==> config.mk <==
export PLATFORM = sky130hd
export DESIGN_NAME = otter_intr_ctrl
export DESIGN_NICKNAME = d
export VERILOG_FILES = /design/src/rtl/otter_intr_ctrl.sv
export SDC_FILE = /design/constraint.sdc
export NUM_CORES = 1
export LEC_CHECK = 0
export ABC_AREA = 1
export CAP_MARGIN = 10
export CORE_MARGIN = 8
export CORE_UTILIZATION = 34
export DETAILED_ROUTE_END_ITERATION = 16
export GPL_ROUTABILITY_DRIVEN = 1
export PLACE_DENSITY_LB_ADDON = 0.05
export SETUP_SLACK_MARGIN = 0.1
export SYNTH_ARGS = -nofsm -noshare
export SYNTH_HDL_FRONTEND = slang
export SYNTH_SLANG_ARGS = --single-unit
==> constraint.sdc <==
create_clock -name CLK -period 3.51 [get_ports CLK]
set_clock_uncertainty 0.1 [all_clocks]
set_input_delay 0.5265 -clock CLK [delete_from_list [all_inputs] [get_ports CLK]]
set_output_delay 0.5265 -clock CLK [all_outputs]
set_load 0.005 [all_outputs]
==> src/rtl/otter_intr_ctrl.sv <==
// otter_intr_ctrl: edge-captured, maskable, fixed-priority interrupt controller
// sitting between the board interrupt sources and the MCU INTR input.
//
// state        | meaning
// -------------+------------------------------------------------------------
// ST_IDLE      | INTR low; arbitrate among pending and enabled sources
// ST_ASSERT    | INTR high for INTR_CYCLES cycles; ACTIVE_ID frozen
// ST_WAIT_ACK  | INTR low; wait for a CLAIM write naming ACTIVE_ID
// ST_GAP       | INTR low for GAP_CYCLES cycles after the acknowledge
module otter_intr_ctrl #(
    parameter int          NUM_SRC     = 4,
    parameter logic [31:0] BASE_AD     = 32'h11000200,
    parameter int          INTR_CYCLES = 4,
    parameter int          GAP_CYCLES  = 2
) (
    input  logic               CLK,
    input  logic               RESET_N,
    input  logic [NUM_SRC-1:0] IRQ_SRC,
    input  logic [31:0]        IOBUS_ADDR,
    input  logic [31:0]        IOBUS_OUT,
    input  logic               IOBUS_WR,
    output logic [31:0]        RD_DATA,
    output logic               RD_HIT,
    output logic               INTR
);

    localparam int CNT_MAX = (INTR_CYCLES > GAP_CYCLES) ? INTR_CYCLES : GAP_CYCLES;
    localparam int CNT_W   = (CNT_MAX < 1) ? 1 : $clog2(CNT_MAX + 1);

    localparam logic [31:0] AD_PEND  = BASE_AD;
    localparam logic [31:0] AD_MASK  = BASE_AD + 32'h4;
    localparam logic [31:0] AD_CLAIM = BASE_AD + 32'h8;

    typedef enum logic [1:0] {
        ST_IDLE     = 2'd0,
        ST_ASSERT   = 2'd1,
        ST_WAIT_ACK = 2'd2,
        ST_GAP      = 2'd3
    } state_t;

    state_t             state, state_nxt;
    logic [CNT_W-1:0]   cnt, cnt_nxt;
    logic [3:0]         active_id, active_id_nxt, win_id;
    logic               intr_q, intr_nxt;

    logic [NUM_SRC-1:0] pend, mask, prev;
    logic [NUM_SRC-1:0] src_rise, elig, w1c_clr, claim_clr;
    logic               hit_pend, hit_mask, hit_claim;
    logic               wr_pend, wr_mask, wr_claim;
    logic [3:0]         claim_id;
    logic               claim_match, claim_vis;
    logic               unused_wdata;

    assign hit_pend    = (IOBUS_ADDR == AD_PEND);
    assign hit_mask    = (IOBUS_ADDR == AD_MASK);
    assign hit_claim   = (IOBUS_ADDR == AD_CLAIM);
    assign wr_pend     = IOBUS_WR && hit_pend;
    assign wr_mask     = IOBUS_WR && hit_mask;
    assign wr_claim    = IOBUS_WR && hit_claim;
    assign claim_id    = IOBUS_OUT[3:0];
    assign claim_match = wr_claim && (claim_id == active_id);
    assign src_rise    = IRQ_SRC & ~prev;
    assign elig        = pend & mask;
    assign w1c_clr     = wr_pend ? IOBUS_OUT[NUM_SRC-1:0] : '0;
    assign unused_wdata = ^IOBUS_OUT;

    // CLAIM write decodes to a one-hot clear; IDs with no source simply match nothing
    always_comb begin
        claim_clr = '0;
        for (int i = 0; i < NUM_SRC; i++) begin
            claim_clr[i] = wr_claim && (claim_id == 4'(i));
        end
    end

    // Fixed priority: the lowest eligible index wins
    always_comb begin
        win_id = '0;
        for (int i = NUM_SRC - 1; i >= 0; i--) begin
            if (elig[i]) begin
                win_id = 4'(i);
            end
        end
    end

    // Edge capture, pending bits (a new edge beats a same-cycle clear) and mask register
    always_ff @(posedge CLK) begin
        if (!RESET_N) begin
            prev <= '0;
            pend <= '0;
            mask <= '0;
        end else begin
            prev <= IRQ_SRC;
            pend <= (pend & ~(w1c_clr | claim_clr)) | src_rise;
            if (wr_mask) begin
                mask <= IOBUS_OUT[NUM_SRC-1:0];
            end
        end
    end

    // FSM state register together with its timer, latched winner and INTR flop
    always_ff @(posedge CLK) begin
        if (!RESET_N) begin
            state     <= ST_IDLE;
            cnt       <= '0;
            active_id <= '0;
            intr_q    <= 1'b0;
        end else begin
            state     <= state_nxt;
            cnt       <= cnt_nxt;
            active_id <= active_id_nxt;
            intr_q    <= intr_nxt;
        end
    end

    // Next-state logic; the timer counts down and the phase ends as it reaches zero
    always_comb begin
        state_nxt     = state;
        cnt_nxt       = cnt;
        active_id_nxt = active_id;
        case (state)
            ST_IDLE: begin
                if (|elig) begin
                    active_id_nxt = win_id;
                    cnt_nxt       = CNT_W'(INTR_CYCLES);
                    state_nxt     = ST_ASSERT;
                end
            end
            ST_ASSERT: begin
                if (claim_match) begin
                    cnt_nxt   = CNT_W'(GAP_CYCLES);
                    state_nxt = ST_GAP;
                end else if (cnt <= CNT_W'(1)) begin
                    cnt_nxt   = '0;
                    state_nxt = ST_WAIT_ACK;
                end else begin
                    cnt_nxt = cnt - CNT_W'(1);
                end
            end
            ST_WAIT_ACK: begin
                if (claim_match) begin
                    cnt_nxt   = CNT_W'(GAP_CYCLES);
                    state_nxt = ST_GAP;
                end
            end
            ST_GAP: begin
                if (cnt <= CNT_W'(1)) begin
                    cnt_nxt   = '0;
                    state_nxt = ST_IDLE;
                end else begin
                    cnt_nxt = cnt - CNT_W'(1);
                end
            end
            default: begin
                cnt_nxt   = '0;
                state_nxt = ST_IDLE;
            end
        endcase
    end

    // Outputs: INTR is registered from the next state; CLAIM is visible while an ID is held
    always_comb begin
        intr_nxt  = (state_nxt == ST_ASSERT);
        claim_vis = (state == ST_ASSERT) || (state == ST_WAIT_ACK);
    end

    // Combinational read mux, zero when the address misses all three registers
    always_comb begin
        RD_DATA = '0;
        if (hit_pend) begin
            RD_DATA = 32'(pend);
        end else if (hit_mask) begin
            RD_DATA = 32'(mask);
        end else if (hit_claim && claim_vis) begin
            RD_DATA = {1'b1, 27'b0, active_id};
        end
    end

    assign RD_HIT = hit_pend | hit_mask | hit_claim;
    assign INTR   = intr_q;

endmodule
; ---- Word-level counts from Yosys, hierarchy flattened
; Cells that the tools add are included.
[classes]
eq_ne = 13
mux = 19
bitwise_logic = 9
n_lt_le_gt_ge = 1
add_sub_neg = 1
n_reduce_logical = 15
[ops]
columns = operator, n
row1 = 32-bit by 29-bit equality test with 1-bit output (second input constant), 3
row2 = 32-bit two-way mux, 3
row3 = 4-bit two-way mux, 4
row4 = 4-bit AND, 3
row5 = 2-bit two-way mux, 6
row6 = 3-bit two-way mux, 4
row7 = 3-bit one-hot mux with 4 select lines, 1
row8 = 1-bit logical AND, 9
row9 = 4-bit by 2-bit equality test with 1-bit output (second input constant), 2
row10 = 4-bit NOT, 2
row11 = 4-bit bitwise OR, 2
row12 = 2-bit one-hot mux with 4 select lines, 1
row13 = 2-bit by 1-bit equality test with 1-bit output (second input constant), 2
row14 = 2-bit equality test (second input constant), 2
row15 = 4-bit by 1-bit equality test with 1-bit output (second input constant), 1
row16 = 4-bit equality test, 1
row17 = 4-bit logical NOT, 1
row18 = 2-bit != test (second input constant), 2
row19 = 2-bit AND reduction, 2
row20 = 4-bit OR reduction, 1
row21 = 3-bit by 1-bit less-or-equal comparator with 1-bit output (second input constant), 1
row22 = 3-bit by 1-bit subtractor with 3-bit output (second input constant), 1
row23 = 2-bit logical NOT, 1
row24 = 1-bit bitwise OR, 2
row25 = 1-bit logical OR, 1
[totals]
ff_bits = 22
out_inout_bits = 34
in_bits = 71

; ---- Longest topological paths before layout
; Gate-level depths: netlist of run 1.
[depth]
ltp_word = 7
depth_mapped = 13

; ---- Worst setup path after synthesis of run 1
; OpenSTA, ideal clock, no wires.
[synth_timing]
path_type = input -> output
startpoint = in IOBUS_ADDR[15]
endpoint = out RD_DATA[0]
required_ns = 2.883
slack_ns = 1.364
arrival_time_ns = 1.519
cell_stages = 7
cell_sequence = nor2_1 -> nand2_1 -> nor4_2 -> nand3_1 -> nor2_1 -> nand2_1 -> nand3_1
[synth_between]
elab_chain_cells = 5
[synth_rtl]
columns = item, line_no
row1 = "start, declared", 19  ; input logic [31:0] IOBUS_ADDR,
row2 = 32-bit by 29-bit equality test with 1-bit output, 56  ; assign hit_claim = (IOBUS_ADDR == AD_CLAIM);
row3 = 1-bit logical AND, 173  ; end else if (hit_claim && claim_vis) begin
row4 = 32-bit two-way mux, 173
row5 = 32-bit two-way mux, 171  ; end else if (hit_mask) begin
row6 = 32-bit two-way mux *, 169  ; if (hit_pend) begin
row7 = "end, declared", 22  ; output logic [31:0] RD_DATA,
; Mark *: on every way between the ends. The rest lies on a longest branch, timed or not.

; ---- Worst setup path in the final report of run 1
[layout_timing]
startpoint = in IOBUS_ADDR[3]
endpoint = out RD_DATA[0]
; The elaborated chain is that of the path after synthesis.

==> reports/metrics.cfg, run 1 <==
[outcome]
status = finished, final reports clean

[sta]
setup_viol = 0
report.final.hold_viol_count = 0
rsz0062_at_grt = no
fin_setup_tns_ns = 0
peak_freq_mhz = 315
timing_worst_slew_pin_value_ns = 0.572
timing.final.crit_period_ns = 3.18
max-slew-margin-rel = 0.617
slew_viol_final = 0
period_share = 0.905

[synth]
synth_compound_area_frac = 0.0958
dominant_combinational_cell_family_by_area_after_synthesis = simple AND/OR/NAND/NOR gates
synth.area.top_cells = sky130_fd_sc_hd__dfxtp_1 (24%), sky130_fd_sc_hd__buf_4 (12%), sky130_fd_sc_hd__nand2_1 (11%)
number_of_distinct_library_cells_after_synthesis = 32
synth.avg_cell_area_um2 = 6.40
synth.area.mux_share = 0
syn-instance-count = 257
syn_area_mm2 = 0.00165
warnings_synthesis = 0
yosysTopAreaCellShare = 0.243
yosys.area_share.xor_xnor = 0.0106
synth_area_leader_cell = sky130_fd_sc_hd__dfxtp_1
post_synth_adder_cell_area = 0.0532
synth.ff_latch_count = 20
synth_simple_gate_area_share = 0.398
synth_seq_area_share = 0.243

[clocking]
postCtsResizedCells = 0
cts_setup_buffers = 0
cts_sinks = 20
clock_tree.root_cell = sky130_fd_sc_hd__clkbuf_8
cts_tree = done
clkLatencyLatePin_ns = 0.25
cts.clk_slew.worst_paths_ns = 0.07
clock_tree.htree_level_count = 1
cts.hold.buffers_added = 0
cts_inserted_buffers = 3
cts-root-to-sink-buffers = 2

[die]
floorplan.rows = 25
floorplan.core_area_mm2 = 0.00469
floorplan.die.width_um = 85.6
height_of_the_die_um = 85.6
dieArea_mm2 = 0.00732
io_pins = 105
start_util = 0.351

[route]
drt-wirelength-per-cell_um = 11.9
drc = 0
final_antenna_net_count = 0
vias_per_cell = 4.48
detailed_route_via_count = 1618
routed_wirelength_um = 4290
drt_iter0_markers = 48
drt_pre_antenna_iters = 4

[global_routing]
grt_antenna_before_repair = 0
pin_count_of_the_biggest_net_entering_global_routing = 16
globalRouteTotalUtil = 0.116
grt_first_pass_wirelength_um = 7040
vias_in_the_first_global_route = 1539
grt.overflow.total = 0

[setup_path]
critPathMaxStageDelay_ns = 0.56
series_of_cell_instances_along_the_critical_path = clkdlybuf4s50_1, inv_2, nor2_1, nand2_1, nor2_2, nand2_2, nor2_8, and3_1, nand2_1, nand3_1, clkdlybuf4s50_1
worst_path_dominant_cell_family = buffers and inverters
crit_arrival_ns = 2.55
path_type_of_the_worst_setup_path = in2out
worst_path_required_ns = 2.88
worst-r2r-setup-slack_ns = 1.87
standard_cell_with_the_maximum_stage_delay_on_the_critical_path = sky130_fd_sc_hd__clkdlybuf4s50_1
timing.critical_path.to_type = output pin
critical_path.n_buffers_inverters = 3
setup.worst_path.start_class = primary input
critPathMaxFanout = 7

[layout]
stdcell_area_mm2 = 0.00214
final-instance-count-excl-fill = 361
finalCoreUtilization = 0.457
antenna_cells_inserted = 0
design.final.nets = 387
ratio_of_cells_with_drive_above_1_in_the_final_layout = 0.0651
area_delta_synth_final_pct = 30.2

[worst_hold_path]
hold_path_class = reg2reg

[power]
power_density_mw_per_mm2 = 309
power_after_layout_uw = 661
static-leakage-power_nw = 0.963
max-vdd-ir-drop_mv = 0.189

[placed_design]
dp.cells = 358
dp_hpwl_um = 3550
globalplace.congestion = 0.775
numPortBuffers = 49
detailed_place.area_mm2 = 0.00210

[job]
max_cap_viols = 0

[final cells by class]
class / instances / area (um2)
well taps: 54 / 67.6
clock buffers: 3 / 41.3
flip-flops and latches: 20 / 400
repair buffers: 51 / 505
inverters: 29 / 109
multi-input cells: 204 / 1020
fillers: 509 / 2550
[state kept, by name, summed over array words and instances (netlist names)]
register   cells
prev           4
mask           4
INTR           1
cnt            3
active_id      2
pend           4
state          2
[power by group]
group	switching (mW)	total [mW]	leakage (nW)	internal, mW
clock network	0.0724	0.149	0.0216	0.0764
logic	0.136	0.247	0.778	0.111
registers	0.0154	0.265	0.164	0.250
total	0.223	0.661	0.963	0.438
[per-layer routing]
metal,part of all wire,track usage
met1,0.49,0.146
met2,0.40,0.182
met3,0.10,0.0392
met4,0.0079,0.0334
met5,0,0
[cells by family after synthesis]
group	Yosys count
flip-flops	20
buffers and inverters	59
AND/OR/NAND/NOR	138
adder cells (fa/ha/maj)	7
AO/OA/AOI/OAI	30
XOR/XNOR	2
other	1
[worst reg2reg max path: cells and delay by family (launching register included)]
kind            cells  cell delay (ns)
compound gates      3             0.53
flops               1             0.37
fa+ha+maj           1             0.22
buf+inv             2             0.19
simple gates        2             0.12
[cell usage after synthesis]
| library cell | instances |
|---|---|
| sky130_fd_sc_hd__inv_2 | 3 |
| sky130_fd_sc_hd__nand2_2 | 3 |
| sky130_fd_sc_hd__a211oi_1 | 2 |
| sky130_fd_sc_hd__nor3_2 | 1 |
| sky130_fd_sc_hd__nand3_1 | 19 |
| sky130_fd_sc_hd__nand3_2 | 1 |
| sky130_fd_sc_hd__nor2_1 | 41 |
| sky130_fd_sc_hd__nor2_2 | 4 |
| sky130_fd_sc_hd__buf_4 | 27 |
| sky130_fd_sc_hd__xor2_1 | 2 |
| sky130_fd_sc_hd__nor3_1 | 2 |
| sky130_fd_sc_hd__conb_1 | 1 |
| sky130_fd_sc_hd__nand2_1 | 49 |
| sky130_fd_sc_hd__clkbuf_1 | 2 |
| sky130_fd_sc_hd__inv_1 | 26 |
| sky130_fd_sc_hd__nand3b_1 | 1 |
| sky130_fd_sc_hd__a21oi_1 | 11 |
| sky130_fd_sc_hd__nor4_2 | 1 |
| sky130_fd_sc_hd__and3_1 | 1 |
| sky130_fd_sc_hd__o21ai_1 | 7 |
| sky130_fd_sc_hd__dfxtp_1 | 20 |
| sky130_fd_sc_hd__ha_1 | 7 |
| sky130_fd_sc_hd__and2_1 | 1 |
| sky130_fd_sc_hd__or2_1 | 1 |
| sky130_fd_sc_hd__nor2_8 | 1 |
| sky130_fd_sc_hd__nand4_1 | 6 |
| sky130_fd_sc_hd__buf_2 | 1 |
| sky130_fd_sc_hd__nor4b_1 | 1 |
| sky130_fd_sc_hd__o21ai_0 | 8 |
| sky130_fd_sc_hd__nand3_4 | 1 |
| sky130_fd_sc_hd__nor4_1 | 4 |
| sky130_fd_sc_hd__a31oi_1 | 2 |
[placed cells by master (no fill, tap or decap), drive strengths merged]
cell | synthesis | final
nand2 | 52 | 52
clkdlybuf4s50 | 0 | 49
nor2 | 46 | 46
inv | 29 | 29
conb | 1 | 27
nand3 | 21 | 21
dfxtp | 20 | 20
o21ai | 15 | 15
a21oi | 11 | 11
ha | 7 | 7
nand4 | 6 | 6
nor4 | 5 | 5
clkbuf | 2 | 3
nor3 | 3 | 3
a31oi | 2 | 2
xor2 | 2 | 2
a211oi | 2 | 2
buf | 28 | 2
and3 | 1 | 1
or2 | 1 | 1
nor4b | 1 | 1
nand3b | 1 | 1
and2 | 1 | 1
[final timing paths]
kind                                   end  cells after the start           from
worst max-delay path            RD_DATA[0]                     11  IOBUS_ADDR[3]
worst min register to register     pend[1]                      1        prev[1]
worst min-delay path               pend[1]                      1        prev[1]
worst max register to register        INTR                      8       state[1]
[metrics by stage]
step           setup WS, ns  hold slack, ns
2_1_floorplan          1.36           0.299
3_3_place_gp          0.334           0.303
3_5_place_dp          0.310           0.311
4_1_cts               0.303           0.321
5_1_grt               0.162           0.325
6_report              0.334           0.316
No activity file was read; power rests on OpenSTA's default activity.
==> run 2: changes to the inputs <==
TNS_END_PERCENT = 30   (was default)
==> results of run 2 <==
Same layout as run 1: the final DEF is identical, and so are final timing and power.
